**src/rtl/inst_fetch_pkg.sv**
```systemverilog
// Shared constants and state encoding for the IF-stage fetch engine.
// Mirrors the pipeline-wide config values the fetch logic depends on.
package inst_fetch_pkg;

    localparam int   ADDR_LEN     = 32;
    localparam int   INST_LEN     = 32;
    localparam logic RESET_ENABLE = 1'b1;
    localparam logic NO_STOP      = 1'b0;
    localparam int   IF_STALL_BIT = 1;

    typedef enum logic [1:0] {
        IF_LOAD  = 2'b00,
        IF_FETCH = 2'b01,
        IF_DONE  = 2'b10
    } if_state_e;

endpackage

```
**src/rtl/inst_fetch.sv**
```systemverilog
// IF-stage fetch engine: reads one instruction as little-endian byte reads
// from a byte-wide memory controller and hands {inst, pc} to IF/ID.
module inst_fetch
    import inst_fetch_pkg::*;
#(
    parameter int ADDR_W = ADDR_LEN,
    parameter int INST_W = INST_LEN,
    parameter int NBYTES = INST_W / 8
) (
    input  logic              clk,
    input  logic              rst,
    input  logic [ADDR_W-1:0] pc_i,
    input  logic              jump_i,
    input  logic [5:0]        stall_i,
    output logic              stall_req_o,
    output logic              mem_req_o,
    output logic [ADDR_W-1:0] mem_addr_o,
    input  logic              mem_rvalid_i,
    input  logic [7:0]        mem_data_i,
    output logic [INST_W-1:0] inst_o,
    output logic [ADDR_W-1:0] inst_pc_o,
    output logic              inst_valid_o
);

    localparam int IDX_W = (NBYTES > 1) ? $clog2(NBYTES) : 1;
    localparam int BUF_W = INST_W - 8;
    localparam logic [IDX_W-1:0] LAST_IDX = IDX_W'(NBYTES - 1);

    if_state_e         r_state;
    if_state_e         w_nextState;
    logic [ADDR_W-1:0] r_base;
    logic [IDX_W-1:0]  r_idx;
    logic [BUF_W-1:0]  r_buf;
    logic              w_stallIf;
    logic              w_lastByte;
    logic              w_unusedStall;

    assign w_stallIf     = stall_i[IF_STALL_BIT];
    assign w_unusedStall = ^{stall_i[5:2], stall_i[0]};
    assign w_lastByte    = mem_rvalid_i && (r_idx == LAST_IDX);

    assign mem_req_o   = (r_state == IF_FETCH);
    assign stall_req_o = (r_state != IF_DONE);
    assign mem_addr_o  = r_base + ADDR_W'(r_idx);

    always_ff @(posedge clk) begin
        if (rst == RESET_ENABLE) begin
            r_state <= IF_LOAD;
        end else begin
            r_state <= w_nextState;
        end
    end

    // A redirect always wins; otherwise LOAD -> FETCH -> DONE -> LOAD.
    always_comb begin
        w_nextState = r_state;
        case (r_state)
            IF_LOAD:  w_nextState = IF_FETCH;
            IF_FETCH: if (w_lastByte) w_nextState = IF_DONE;
            IF_DONE:  if (w_stallIf == NO_STOP) w_nextState = IF_LOAD;
            default:  w_nextState = IF_LOAD;
        endcase
        if (jump_i) begin
            w_nextState = IF_LOAD;
        end
    end

    // Bytes shift in from the top so the oldest byte ends up lowest (little-endian).
    always_ff @(posedge clk) begin
        if (rst == RESET_ENABLE) begin
            r_base       <= '0;
            r_idx        <= '0;
            r_buf        <= '0;
            inst_o       <= '0;
            inst_pc_o    <= '0;
            inst_valid_o <= 1'b0;
        end else if (jump_i) begin
            r_idx        <= '0;
            inst_valid_o <= 1'b0;
        end else begin
            case (r_state)
                IF_LOAD: begin
                    r_base <= pc_i;
                    r_idx  <= '0;
                end
                IF_FETCH: begin
                    if (mem_rvalid_i) begin
                        r_idx <= r_idx + IDX_W'(1);
                        if (w_lastByte) begin
                            inst_o       <= {mem_data_i, r_buf};
                            inst_pc_o    <= r_base;
                            inst_valid_o <= 1'b1;
                        end else begin
                            r_buf <= {mem_data_i, r_buf[BUF_W-1:8]};
                        end
                    end
                end
                IF_DONE: begin
                    if (w_stallIf == NO_STOP) begin
                        inst_valid_o <= 1'b0;
                        r_idx        <= '0;
                    end
                end
                default: ;
            endcase
        end
    end

endmodule

```
**config.mk**
```make
export PLATFORM = sky130hd
export DESIGN_NAME = inst_fetch
export DESIGN_NICKNAME = d
export VERILOG_FILES = /design/src/rtl/inst_fetch_pkg.sv /design/src/rtl/inst_fetch.sv
export SDC_FILE = /design/constraint.sdc
export NUM_CORES = 1
export LEC_CHECK = 0
export BUFFER_PORTS_ARGS = -buffer_cell sky130_fd_sc_hd__buf_2
export CORE_ASPECT_RATIO = 2
export CORE_MARGIN = 1
export CORE_UTILIZATION = 30
export CTS_CLUSTER_DIAMETER = 120
export DETAILED_ROUTE_END_ITERATION = 6
export GPL_TIMING_DRIVEN = 1
export SETUP_SLACK_MARGIN = 0.2
export SYNTH_ARGS = -nofsm -noshare
export SYNTH_HDL_FRONTEND = slang
export SYNTH_SLANG_ARGS = --single-unit
```
**constraint.sdc**
```tcl
create_clock -name clk -period 2.6 [get_ports clk]
set_input_delay 0.26 -clock clk [delete_from_list [all_inputs] [get_ports clk]]
set_output_delay 0.26 -clock clk [all_outputs]
set_load 0.01 [all_outputs]
```
Word-level counts from Yosys, hierarchy flattened --
Index checks and enable logic that the tools add are counted.
Operators by class: add/sub/neg operators 2, equal/unequal tests 7, mux-type cells 9, bitwise logic cells 2, reduce and logical (&&, ||, !) cells 11
Operators with widths (number):
- $add A32 B2 Y32 | 1
- $pmux W2 S3 | 2
- $reduce_and A4 Y1 | 3
- $mux W2 | 3
- $eq A2 B2 Y1 const B | 2
- $ne A2 B1 Y1 const B | 2
- $ne A2 B2 Y1 const B | 2
- $reduce_and A2 Y1 | 2
- $mux W1 | 3
- $reduce_and A3 Y1 | 1
- $reduce_bool A3 Y1 | 1
- $add A2 B1 Y2 const B | 1
- $eq A2 B1 Y1 const B | 1
- $logic_not A2 Y1 | 1
- $not A1 Y1 | 2
- $pmux W1 S2 | 1
- $reduce_bool A2 Y1 | 1
- $reduce_or A2 Y1 | 1
- $logic_and A1 B1 Y1 | 1
Word-level totals: register bits after elaboration 125, input port bits 50, output and inout port bits 99

Depth between registers and ports, before layout --
word-level depth 5, gate-level depth with buffers 7, depth with buffers taken out 7

Least setup slack after synthesis --
No wires, ideal clock.
kind flip-flop to output port, from reg r_idx[0], to out mem_addr_o[30], arrival 2.028 ns, required time 2.340 ns, setup slack 0.312 ns, stages on the path, launching flop included 8, path buffers 0, cells stage by stage dfxtp_1 -> ha_1 -> inv_1 -> fa_1 -> nand4b_1 -> nor4_4 -> nor4b_4 -> xor2_1
On the way: word-level cells in the longest chain between the ends 1
Ends and longest elaborated chain:
- start, declared | line inst_fetch.sv:32 | logic [IDX_W-1:0] r_idx;
- start signal, assigned | line inst_fetch.sv:88 | r_idx <= r_idx + IDX_W'(1);
- $add A32 B2 Y32 | line inst_fetch.sv:44 | assign mem_addr_o = r_base + ADDR_W'(r_idx);
- end, declared | line inst_fetch.sv:17 | output logic [ADDR_W-1:0] mem_addr_o,
No other way between the ends.

Worst setup path in the final report --
from reg r_base[0], to out mem_addr_o[30]
On the way: word-level cells in the longest chain between the ends 1
Ends and longest elaborated chain:
- start, declared | line inst_fetch.sv:31 | logic [ADDR_W-1:0] r_base;
- start signal, assigned | line inst_fetch.sv:83 | r_base <= pc_i;
- $add A32 B2 Y32 | line inst_fetch.sv:44
No other way between the ends.

==> results.toml <==
[synthesis]
async_reset_ff_frac = 0
yosysWarningCount = 0
syn_inst = 654
post_synth_num_cell_types = 37
ys_ff_latch = 125
yosys_most_used_dff = "dfxtp_1"
seq_area_frac_synth = 0.492
netlist_area_mm2 = 0.00508
synth_edf_count = 0
syn_area_per_cell_um2 = 7.77
syn_nets = 708

[clock_network]
clock-sinks = 125
clock_latency_ns = 0.42
cts_tree = "built"
cts_buffers = 17
htree_levels = 4
path_clk_slew_ns = 0.06
clock_path_buffers = 2
root_buffer = "clkbuf_16"

[pwr]
p_leak_nw = 2.81
power_density_mw_per_mm2 = 675
power.total_w = 0.00454
ir_drop_uv = 442

[setup_path]
r2r_end = "inst_o[4]$_SDFFE_PP0P_"
start_kind = "flop"
reg2reg_depth = 7
max_stage_delay_ns = 0.35
reg2reg_setup_slack_ns = 0.59
cp_cell_sequence = "ha_4 -> inv_2 -> fa_2 -> nand4b_1 -> nor4_4 -> buf_6 -> nor4b_4 -> xor2_1 -> buf_2"
cp_max_fo = 6
arrival_ns = 2.42
crit_path_top_delay_cell = "dfxtp_2"
cpLargestDelayFamily = "simple AND/OR/NAND/NOR gates"
crit_buf_inv = 3
crit_path_end_kind = "primary output"
reg2reg_from = "r_idx[0]$_SDFFE_PP0P_"
criticalPathCategory = "reg2out"
worstPathRequired_ns = 2.34

[global_routing]
antenna_found_initial = 0
grt_overflow = 0
grt_pass1_wl_mm = 23.6
grt_pass1_vias = 4581
grt_usage = 0.182
grt_max_degree = 69

[layout]
area_growth_pct = 32.3
nNetsFinal = 848
multi_input_area_mm2 = 0.00246
drive_above_1_share = 0.284
n_fill_cell = 1754
seq_area_mm2 = 0.00251
utilization = 0.403

[floorplan]
die_area_mm2 = 0.0175
core_mm2 = 0.0167
pin_count = 149
std_cell_rows = 67
die_w_um = 94.0
die_y_um = 186
initial_core_util = 0.305

[placement]
dp_hpwl_mm = 10.7
port_buffers = 143
gp_congestion = 0.787

[detailed_routing]
drc_errors = 0
wl_mm = 15.6
vias_per_cell = 4.69
wire_per_inst_um = 15.4
dr_total_vias = 4764
antenna_left = 0
first_pass_iters = 4
drtIter0Drc = 173

[sta]
worst_slack_ns = -0.0810
worstMarginPinSlew_ns = 0.838
final_max_slew_viol_count = 0
rsz0062_at_grt = "true"
fin_worst_skew_ns = 0.00932
hold_viol_final = 0
fmax_mhz = 373
finalSetupViolCount = 11
hold_slack_ns = 0.0768
finalCritPeriodShare = 1.03
slew_headroom = 0.440
fin_tns_setup_ns = -0.475
period_minus_slack_ns = 2.68

[outcome]
status = "finished with violations"
failed_checks = "setup timing"

[flow_run]
maxCapViolations = 0

[hold_path]
min_delay_worst_endpoint = "r_base[11]$_SDFFE_PP0P_"
worstHoldPathCells = 3
hold_class = "in2reg"
min-delay-start = "pc_i[11]"
per-stage QoR:
step / worst slack (ns) / instances / area, µm²
3_3_place_gp: 0.186 / 976 / 6020
4_1_cts: -0.123 / 1011 / 6660
5_1_grt: -0.275 / 1014 / 6720
2_1_floorplan: 0.312 / 654 / 5080
6_report: -0.0810 / 1015 / 6720
3_5_place_dp: 0.140 / 976 / 6020
tightest hold or removal path: cells and delay by family:
kind,cells,cell delay [ns]
and+or+nand+nor,1,0.04
AOI/OAI and AO/OA,1,0.05
buffers and inverters,1,0.09
worst max-delay path by stage:
stage / from / to / slack [ns] / cells past startpoint
finish: r_base[0]$_SDFFE_PP0P_ / mem_addr_o[30] / -0.08 / 9
global route: r_base[0]$_SDFFE_PP0P_ / mem_addr_o[30] / -0.28 / 9
CTS: r_base[0]$_SDFFE_PP0P_ / mem_addr_o[30] / -0.12 / 9
detailed placement: r_idx[0]$_SDFFE_PP0P_ / mem_addr_o[28] / 0.14 / 9
global placement: r_idx[0]$_SDFFE_PP0P_ / mem_addr_o[28] / 0.19 / 9
floorplan: r_idx[0]$_SDFFE_PP0P_ / mem_addr_o[30] / 0.31 / 7
area by class of cell:
| cell class | instances | share of cell area |
|---|---|---|
| diodes | 1 | 0.000372 |
| clock buffers | 18 | 0.0653 |
| clock inverters | 14 | 0.0199 |
| inverters | 8 | 0.00447 |
| multi-input cells | 478 | 0.365 |
| flip-flops and latches | 125 | 0.373 |
| well taps | 207 | 0.0385 |
| repair buffers | 164 | 0.133 |
synth_stat cells, drive strengths merged, types with 5 or more instances:
cell type / count / area share
xor2: 15 / 0.026
a21oi: 122 / 0.12
xnor2: 15 / 0.026
nor3: 5 / 0.0069
dfxtp: 125 / 0.49
nand4: 6 / 0.012
nor2: 18 / 0.013
clkbuf: 26 / 0.019
nand3: 12 / 0.012
inv: 8 / 0.0059
buf: 18 / 0.018
nand2: 251 / 0.19
cells in the final DEF (no fill, tap or decap), types with 2 or more instances in the layout:
cell and count:
a21oi_1 122, and3_1 2, and4_1 2, buf_2 142, buf_4 20, clkbuf_16 17
clkinv_4 2, clkinvlp_4 5, dfxtp_1 119, dfxtp_2 6, ha_1 2, inv_1 7
inv_6 5, nand2_1 251, nand3_1 10, nand4_1 4, nand4b_1 2, nor2_1 15
nor2_2 2, nor3_2 3, nor4_4 3, o21ai_0 3, or2_2 3, or3_1 2
xnor2_1 13, xnor2_2 2, xor2_1 15
cells by family after synthesis:
logic type | Yosys count | share of synthesized area
AND/OR/NAND/NOR | 313 | 0.271
adder cells (fa/ha/maj) | 4 | 0.0113
buffers and inverters | 52 | 0.0428
XOR/XNOR | 30 | 0.0517
flip-flops | 125 | 0.492
multiplexers | 1 | 0.00197
AO/OA/AOI/OAI | 129 | 0.129
sequential cells by signal (all words and copies together) (netlist names):
register / flops
inst_o: 32
inst_pc_o: 32
inst_valid_o: 1
r_base: 32
r_buf: 24
r_idx: 2
r_state: 2
layer usage:
metal	part of all wire	wire length, µm	track usage
met1	0.37	5780	0.177
met2	0.57	8930	0.347
met3	0.028	436	0.0400
met4	0.029	450	0.0954
met5	0	0	0
timing repair:
| action | 4_1_cts | 5_1_grt |
|---|---|---|
| setup endpoints to repair | 24 | 24 |
| cloned | 0 | 1 |
| gates resized for setup | 14 | 8 |
| hold endpoints to repair | 0 | 0 |
| hold buffers | 0 | 0 |
| buffers inserted | 3 | 2 |
| pin swaps | 3 | 4 |
report_power, final:
part	internal, W	leakage [nW]	total, W	switching [W]
combinational	0.0000932	1.53	0.000240	0.000147
clock	0.00135	0.266	0.00230	0.000950
sequential	0.00195	1.01	0.00199	0.0000456
total	0.00340	2.81	0.00454	0.00114
Note: power is estimated with default switching activity, not from simulation.
